<file path="config.mk">
export PLATFORM = sky130hd
export DESIGN_NAME = scan_stream_loader_flat
export DESIGN_NICKNAME = d
export VERILOG_FILES = /design/src/rtl/scan_stream_loader_if.sv /design/src/rtl/scan_stream_loader.sv /design/src/flat_wrapper.sv
export SDC_FILE = /design/constraint.sdc
export NUM_CORES = 2
export LEC_CHECK = 0
export ABC_AREA = 0
export BUFFER_PORTS_ARGS = -buffer_cell sky130_fd_sc_hd__clkbuf_2
export CORE_AREA = 10 10 418 420
export CTS_CLUSTER_SIZE = 28
export DETAILED_ROUTE_END_ITERATION = 8
export DIE_AREA = 0 0 428 430
export SLEW_MARGIN = 5
export SYNTH_ARGS = -nofsm -noshare
export SYNTH_HDL_FRONTEND = slang
export SYNTH_SLANG_ARGS = --single-unit
</file>
<file path="constraint.sdc">
create_clock -name clk -period 3.3 [get_ports clk]
set_input_delay 0.165 -clock clk [delete_from_list [all_inputs] [get_ports clk]]
set_output_delay 0.165 -clock clk [all_outputs]
set_load 0.01 [all_outputs]
</file>
<file path="src/rtl/scan_stream_loader_if.sv">
// Handshake/scan bus between the scan stream loader and its environment.
// SCAN_LOADER_CHKSUM_EN adds the checksum signals (chk_in, chk_out, chk_err).
interface scan_stream_loader_if #(
  parameter int IN_W   = 32,
  parameter int LINE_W = 512,
  parameter int ADDR_W = 8
);
  logic              start;
  logic [ADDR_W-1:0] cfg_data_lines;
  logic [ADDR_W-1:0] cfg_weight_lines;
  logic              s_valid;
  logic [IN_W-1:0]   s_data;
  logic              s_ready;
  logic              input_mem_scan_mode;
  logic [ADDR_W-1:0] scan_addr;
  logic [LINE_W-1:0] data_mem_scan_in;
  logic [LINE_W-1:0] weight_mem_scan_in;
  logic              data_we;
  logic              weight_we;
  logic              wen;
  logic              conv_completed;
  logic              busy;
  logic              done;
`ifdef SCAN_LOADER_CHKSUM_EN
  logic [IN_W-1:0]   chk_in;
  logic [IN_W-1:0]   chk_out;
  logic              chk_err;

  modport master (
    output start, cfg_data_lines, cfg_weight_lines, s_valid, s_data, conv_completed, chk_in,
    input  s_ready, input_mem_scan_mode, scan_addr, data_mem_scan_in, weight_mem_scan_in,
           data_we, weight_we, wen, busy, done, chk_out, chk_err
  );

  modport slave (
    input  start, cfg_data_lines, cfg_weight_lines, s_valid, s_data, conv_completed, chk_in,
    output s_ready, input_mem_scan_mode, scan_addr, data_mem_scan_in, weight_mem_scan_in,
           data_we, weight_we, wen, busy, done, chk_out, chk_err
  );
`else
  modport master (
    output start, cfg_data_lines, cfg_weight_lines, s_valid, s_data, conv_completed,
    input  s_ready, input_mem_scan_mode, scan_addr, data_mem_scan_in, weight_mem_scan_in,
           data_we, weight_we, wen, busy, done
  );

  modport slave (
    input  start, cfg_data_lines, cfg_weight_lines, s_valid, s_data, conv_completed,
    output s_ready, input_mem_scan_mode, scan_addr, data_mem_scan_in, weight_mem_scan_in,
           data_we, weight_we, wen, busy, done
  );
`endif
endinterface

</file>
<file path="src/rtl/scan_stream_loader.sv">
// Packs a 32-bit word stream into 512-bit lines, scans data then weight lines in, then runs the conv.
// Optional feature macro: SCAN_LOADER_CHKSUM_EN (XOR checksum of accepted words, checked in DONE).
module scan_stream_loader #(
  parameter int IN_W   = 32,
  parameter int LINE_W = 512,
  parameter int ADDR_W = 8
) (
  input logic                clk,
  input logic                reset_n,
  scan_stream_loader_if.slave bus
);
  localparam int WPL   = LINE_W / IN_W;
  localparam int CNT_W = $clog2(WPL);

  localparam logic [2:0] S_IDLE   = 3'd0;
  localparam logic [2:0] S_LOAD_D = 3'd1;
  localparam logic [2:0] S_LOAD_W = 3'd2;
  localparam logic [2:0] S_RUN    = 3'd3;
  localparam logic [2:0] S_DONE   = 3'd4;

  logic [2:0]        r_state;
  logic [ADDR_W-1:0] r_dataLines;
  logic [ADDR_W-1:0] r_weightLines;
  logic [ADDR_W-1:0] r_lineCnt;
  logic [ADDR_W-1:0] r_scanAddr;
  logic [CNT_W-1:0]  r_wordCnt;
  logic [LINE_W-1:0] r_packBuf;
  logic [LINE_W-1:0] r_dataLine;
  logic [LINE_W-1:0] r_weightLine;
  logic              r_dataWe;
  logic              r_weightWe;

  logic              w_loading;
  logic              w_accept;
  logic              w_lineFull;
  logic              w_lastLine;
  logic [ADDR_W-1:0] w_regionLines;
  logic [LINE_W-1:0] w_fullLine;

  assign w_loading     = (r_state == S_LOAD_D) || (r_state == S_LOAD_W);
  assign w_accept      = w_loading && bus.s_valid;
  assign w_lineFull    = w_accept && (r_wordCnt == CNT_W'(WPL - 1));
  assign w_regionLines = (r_state == S_LOAD_D) ? r_dataLines : r_weightLines;
  assign w_lastLine    = (r_lineCnt == (w_regionLines - ADDR_W'(1)));

  // The line being completed includes the word arriving this cycle, so writes need no extra stage.
  always_comb begin
    w_fullLine = r_packBuf;
    w_fullLine[r_wordCnt*IN_W +: IN_W] = bus.s_data;
  end

  always_ff @(posedge clk or negedge reset_n) begin
    if (!reset_n) begin
      r_packBuf <= '0;
      r_wordCnt <= '0;
    end else if (r_state == S_IDLE && bus.start) begin
      r_wordCnt <= '0;
    end else if (w_accept) begin
      r_packBuf <= w_fullLine;
      r_wordCnt <= r_wordCnt + CNT_W'(1);
    end
  end

  always_ff @(posedge clk or negedge reset_n) begin
    if (!reset_n) begin
      r_state       <= S_IDLE;
      r_dataLines   <= '0;
      r_weightLines <= '0;
      r_lineCnt     <= '0;
      r_scanAddr    <= '0;
      r_dataLine    <= '0;
      r_weightLine  <= '0;
      r_dataWe      <= 1'b0;
      r_weightWe    <= 1'b0;
    end else begin
      r_dataWe   <= 1'b0;
      r_weightWe <= 1'b0;
      case (r_state)
        S_IDLE: begin
          if (bus.start) begin
            r_dataLines   <= bus.cfg_data_lines;
            r_weightLines <= bus.cfg_weight_lines;
            r_lineCnt     <= '0;
            if (bus.cfg_data_lines != '0)        r_state <= S_LOAD_D;
            else if (bus.cfg_weight_lines != '0) r_state <= S_LOAD_W;
            else                                 r_state <= S_RUN;
          end
        end
        S_LOAD_D, S_LOAD_W: begin
          if (w_lineFull) begin
            r_scanAddr <= r_lineCnt;
            if (r_state == S_LOAD_D) begin
              r_dataLine <= w_fullLine;
              r_dataWe   <= 1'b1;
            end else begin
              r_weightLine <= w_fullLine;
              r_weightWe   <= 1'b1;
            end
            // Weight addresses restart at 0, so the line counter clears at each region end.
            if (w_lastLine) begin
              r_lineCnt <= '0;
              r_state   <= (r_state == S_LOAD_D && r_weightLines != '0) ? S_LOAD_W : S_RUN;
            end else begin
              r_lineCnt <= r_lineCnt + ADDR_W'(1);
            end
          end
        end
        S_RUN:   if (bus.conv_completed) r_state <= S_DONE;
        S_DONE:  r_state <= S_IDLE;
        default: r_state <= S_IDLE;
      endcase
    end
  end

  assign bus.s_ready             = w_loading;
  assign bus.input_mem_scan_mode = (r_state != S_RUN);
  assign bus.wen                 = (r_state == S_RUN);
  assign bus.busy                = (r_state != S_IDLE);
  assign bus.done                = (r_state == S_DONE);
  assign bus.scan_addr           = r_scanAddr;
  assign bus.data_mem_scan_in    = r_dataLine;
  assign bus.weight_mem_scan_in  = r_weightLine;
  assign bus.data_we             = r_dataWe;
  assign bus.weight_we           = r_weightWe;

`ifdef SCAN_LOADER_CHKSUM_EN
  logic [IN_W-1:0] r_chk;
  logic            r_chkErr;

  always_ff @(posedge clk or negedge reset_n) begin
    if (!reset_n) begin
      r_chk    <= '0;
      r_chkErr <= 1'b0;
    end else if (r_state == S_IDLE && bus.start) begin
      r_chk    <= '0;
      r_chkErr <= 1'b0;
    end else begin
      if (w_accept) r_chk <= r_chk ^ bus.s_data;
      if (r_state == S_DONE && r_chk != bus.chk_in) r_chkErr <= 1'b1;
    end
  end

  assign bus.chk_out = r_chk;
  assign bus.chk_err = r_chkErr;
`endif
endmodule

</file>
<file path="src/flat_wrapper.sv">
// flat-port wrapper written by rule: the top's interface ports become plain ports
module scan_stream_loader_flat 
#(
  parameter int IN_W   = 32,
  parameter int LINE_W = 512,
  parameter int ADDR_W = 8
)
  (clk, reset_n, bus_start, bus_cfg_data_lines, bus_cfg_weight_lines, bus_s_valid, bus_s_data, bus_conv_completed, bus_s_ready, bus_input_mem_scan_mode, bus_scan_addr, bus_data_mem_scan_in, bus_weight_mem_scan_in, bus_data_we, bus_weight_we, bus_wen, bus_busy, bus_done);
  scan_stream_loader_if #(.IN_W(IN_W), .LINE_W(LINE_W), .ADDR_W(ADDR_W)) bus_i ();
  input logic clk;
  input logic reset_n;
  input wire logic [$bits(bus_i.start)-1:0] bus_start;
  input wire logic [$bits(bus_i.cfg_data_lines)-1:0] bus_cfg_data_lines;
  input wire logic [$bits(bus_i.cfg_weight_lines)-1:0] bus_cfg_weight_lines;
  input wire logic [$bits(bus_i.s_valid)-1:0] bus_s_valid;
  input wire logic [$bits(bus_i.s_data)-1:0] bus_s_data;
  input wire logic [$bits(bus_i.conv_completed)-1:0] bus_conv_completed;
  output wire logic [$bits(bus_i.s_ready)-1:0] bus_s_ready;
  output wire logic [$bits(bus_i.input_mem_scan_mode)-1:0] bus_input_mem_scan_mode;
  output wire logic [$bits(bus_i.scan_addr)-1:0] bus_scan_addr;
  output wire logic [$bits(bus_i.data_mem_scan_in)-1:0] bus_data_mem_scan_in;
  output wire logic [$bits(bus_i.weight_mem_scan_in)-1:0] bus_weight_mem_scan_in;
  output wire logic [$bits(bus_i.data_we)-1:0] bus_data_we;
  output wire logic [$bits(bus_i.weight_we)-1:0] bus_weight_we;
  output wire logic [$bits(bus_i.wen)-1:0] bus_wen;
  output wire logic [$bits(bus_i.busy)-1:0] bus_busy;
  output wire logic [$bits(bus_i.done)-1:0] bus_done;
  assign bus_i.start = bus_start;
  assign bus_i.cfg_data_lines = bus_cfg_data_lines;
  assign bus_i.cfg_weight_lines = bus_cfg_weight_lines;
  assign bus_i.s_valid = bus_s_valid;
  assign bus_i.s_data = bus_s_data;
  assign bus_i.conv_completed = bus_conv_completed;
  assign bus_s_ready = bus_i.s_ready;
  assign bus_input_mem_scan_mode = bus_i.input_mem_scan_mode;
  assign bus_scan_addr = bus_i.scan_addr;
  assign bus_data_mem_scan_in = bus_i.data_mem_scan_in;
  assign bus_weight_mem_scan_in = bus_i.weight_mem_scan_in;
  assign bus_data_we = bus_i.data_we;
  assign bus_weight_we = bus_i.weight_we;
  assign bus_wen = bus_i.wen;
  assign bus_busy = bus_i.busy;
  assign bus_done = bus_i.done;
  scan_stream_loader #(.IN_W(IN_W), .LINE_W(LINE_W), .ADDR_W(ADDR_W)) u_core (.clk(clk), .reset_n(reset_n), .bus(bus_i));
endmodule
</file>
==> summary.md <==
| Metric | Value |
|---|---|
| Outcome | `complete, no violations` |
| Clk sinks | `1577` |
| Final TNS setup | `0 ns` |
| Area Growth Syn to Fin | `23.1%` |
| Worst EP required | `3.93 ns` |
| Top-count cell post-synth | `nand2_1` |
| NetSw | `20.6 mW` |
| WL per Instance | `24.0 µm` |
| Fin Hold WS | `0.0565 ns` |
| Row cnt | `150` |
| Crit Path Category | `reg -> reg` |
| Post-Synthesis Cell Area | `61600 µm²` |
| Port Buf Inserts | `1091` |
| Post-synthesis cell count | `6572` |
| Part of the power in registers | `0.432` |
| Core area | `166000 µm²` |
| Die Ht | `roughly 430 µm` |
| Io pins | `between 1000 and 1500` |
| Filler cells | `16000` |
| Slew HR | `0.287` |
| Synthesized area per cell | `about 9.4 µm²` |
| Number of flops mapped to enable cells by yosys | `0` |
| Warnings from Yosys | `0` |
| Nets | `~7600` |
| Top cells by area, synth | `dfrtp_1 64%, o21ai_0 13%, nand2_1 11%, a21oi_1 4.0%, nor2_1 3.1%` |
| Power share of the clock group | `0.326` |
| Setup violations, final | `0` |
| Largest net degree at the start of global routing | `224` |
| HP Class | `in -> reg` |
| Pwr Density | `778 nW/µm²` |
| Drt initial violations | `4734` |
| Yosys top cell area share | `0.641` |
| Max Cap Viol | `0` |
| CP Launch Type | `flop` |
| Grt ovf | `0` |
| Residual DRC count | `0` |
| Period utilisation layout | `0.934` |
| Clock Path Buffers | `3` |
| Post-DP Area | `69700 µm²` |
| Starting Density | `0.370` |
| Synth async-reset ratio | `1.00` |
| Final ANT Viol Nets | `0` |
| Via count | `about 51000` |
| Final core utilization | `0.456` |
| Crit-path max FO | `64` |
| RSZ-0062 raised after global routing | `false` |
| Hold Fails Final Rpt | `0` |
| Metal2 WL | `between 100000 and 150000 µm` |
| First drt pass iteration count | `5` |
| CTS tree | `built` |
| Clk slew on worst S/H paths | `0.06 ns` |
| Max IR drop VDD | `roughly 730 µV` |
| Layout cells sized above 1 | `0.201` |
| WL met1 | `99000 µm` |
| Layout Skew | `0.0376 ns` |
| Crit path DAT | `3.71 ns` |
| Leakage | `35.9 nW` |
| Fin. max-slew vios | `0` |
| Clock Latency Late Sink | `0.83 ns` |
| Post-layout instance area | `75800 µm²` |
| Worst setup margin | `between 0.2 and 0.25 ns` |
| Gr usage total | `0.251` |
| Final WL | `237000 µm` |
| RePlAce Congestion | `0.877` |
| Vias per std cell | `around 5` |
| Int Power | `38.3 mW` |
| Final HPWL DP | `167000 µm` |
| Synth unique cells | `52` |
| Met3 wire len | `15700 µm` |
| Least-Margin Pin Slew | `1.07 ns` |
| Top sig layer | `met5` |
| Post-layout minimum cycle time | `3.08 ns` |
| Vias in the first global route | `49500` |
| Die W | `428 µm` |
| Combinational share of power | `0.241` |
| Syn_nets | `around 6600` |
| Seq cells post-synth | `1577` |
| Setup Slack @ Placement | `0.235 ns` |
| Switch share | `0.350` |
| CTS buffer count | `169` |
| Die ar. | `184000 µm²` |
| Worst Setup End Kind | `flop` |
| First-pass GRT wire length | `346000 µm` |
| Root Buffer | `clkbuf_16` |
| Fmax | `325 MHz` |
| CTS H-Tree Depth | `4` |
| Sequential element share of the synthesized area | `0.641` |
| Dominant cell type by area after synthesis | `dfrtp_1` |
| Synth Flop Type | `dfrtp_1` |
| Most instantiated cells after synthesis | `1803 x nand2_1, 1577 x dfrtp_1, 1540 x o21ai_0` |
| Initial antenna violation count | `20` |
## flip-flops by register name (all words and copies together) (netlist names)
signal                         count
u_core.bus.data_we                 1
u_core.r_state                     3
u_core.bus.weight_we               1
u_core.r_packBuf                 512
u_core.r_weightLines               8
u_core.r_dataLines                 8
u_core.bus.scan_addr               8
u_core.r_wordCnt                   4
u_core.bus.data_mem_scan_in      512
u_core.bus.weight_mem_scan_in    512
u_core.r_lineCnt                   8
## critical path, cell delays in order, from the launching register on
cell,delay (ns)
dfrtp_1,0.44
nor3_1,0.34
ha_1,0.38
nor3_1,0.50
buf_4,0.22
nand2_2,0.06
buf_12,0.21
a21oi_1,0.59
o21ai_0,0.16
## layout make-up
type	instances	area (µm²)	share of cell area
sequential	1577	39500	0.521
clock inverter	48	584	0.00771
antenna	8	20.0	0.000264
tap	2204	2760	0.0364
clock buffer	253	5010	0.0661
timing repair buffer	1275	7510	0.0991
inverter	9	33.8	0.000446
multi-input combinational	4512	20400	0.269
## cell usage in the layout, fill, tap and decap left out, drive strengths merged, types with 5 or more instances in the layout
cell and n:
mux2i 36, nor4 5, nand3 23, dlygate4sd3 43, buf 142, nor3 15, ha 5, or2 6
nor3b 5, nand4 9, or3 8, a22o 6, clkbuf 1343, xnor2 9, o21ai 1542, nand2 1803
diode 8, inv 19, nor2b 10, clkinv 27, dfrtp 1577, bufinv 8, a21oi 488, nor2 502
## path summary, 6_finish.rpt
check	slack [ns]	start	to	cells past startpoint
worst max register to register	0.22	u_core.r_wordCnt[1]	u_core.bus.weight_mem_scan_in[443]	8
worst min register to register	0.48	u_core.bus.weight_mem_scan_in[427]	u_core.bus.weight_mem_scan_in[427]	2
worst max-delay path	0.22	u_core.r_wordCnt[1]	u_core.bus.weight_mem_scan_in[443]	8
max in group asynchronous	2.20	reset_n	u_core.bus.data_mem_scan_in[175]	4
worst min-delay path	0.06	bus_s_data[8]	u_core.r_packBuf[8]	3
min in group asynchronous	0.24	reset_n	u_core.bus.weight_mem_scan_in[105]	3
## cells by family after synthesis
logic type / share of synthesized area
compound gates: 0.169
xor+xnor: 0.00156
mux: 0.00622
flops: 0.641
buf+inv: 0.0308
simple gates: 0.151
fa+ha+maj: 0.00102
## power groups by stage
stage	sequential [mW]	combinational, mW	clock, mW
floorplan	25.8	6.77	0
global placement	25.6	14.1	0
detailed placement	25.8	14.4	0
CTS	25.4	14.4	19.6
global route	25.9	15.8	20.4
finish	25.5	14.2	19.2
## per-stage QoR
| stage | std cells | total power, mW |
|---|---|---|
| finish | 9886 | 59.0 |
| global route | 9879 | 62.1 |
| CTS | 9877 | 59.5 |
| detailed placement | 9532 | 40.1 |
| global placement | 9532 | 39.7 |
| floorplan | 6572 | 32.6 |
## routing by layer
metal / up-vias / GRT usage
met4: 4 / 0.115
li1: 23700 / -
met1: 24900 / 0.321
met5: - / 0
met2: 1764 / 0.401
met3: 427 / 0.0621
## timing repair
item / CTS / global route
endpoints found under the setup margin: 0 / 6
hold endpoints to repair: 1173 / 0
gates resized for setup: 0 / 0
buffers inserted: 0 / 1
hold buffers: 44 / 0
(Power assumes the default switching activity.)
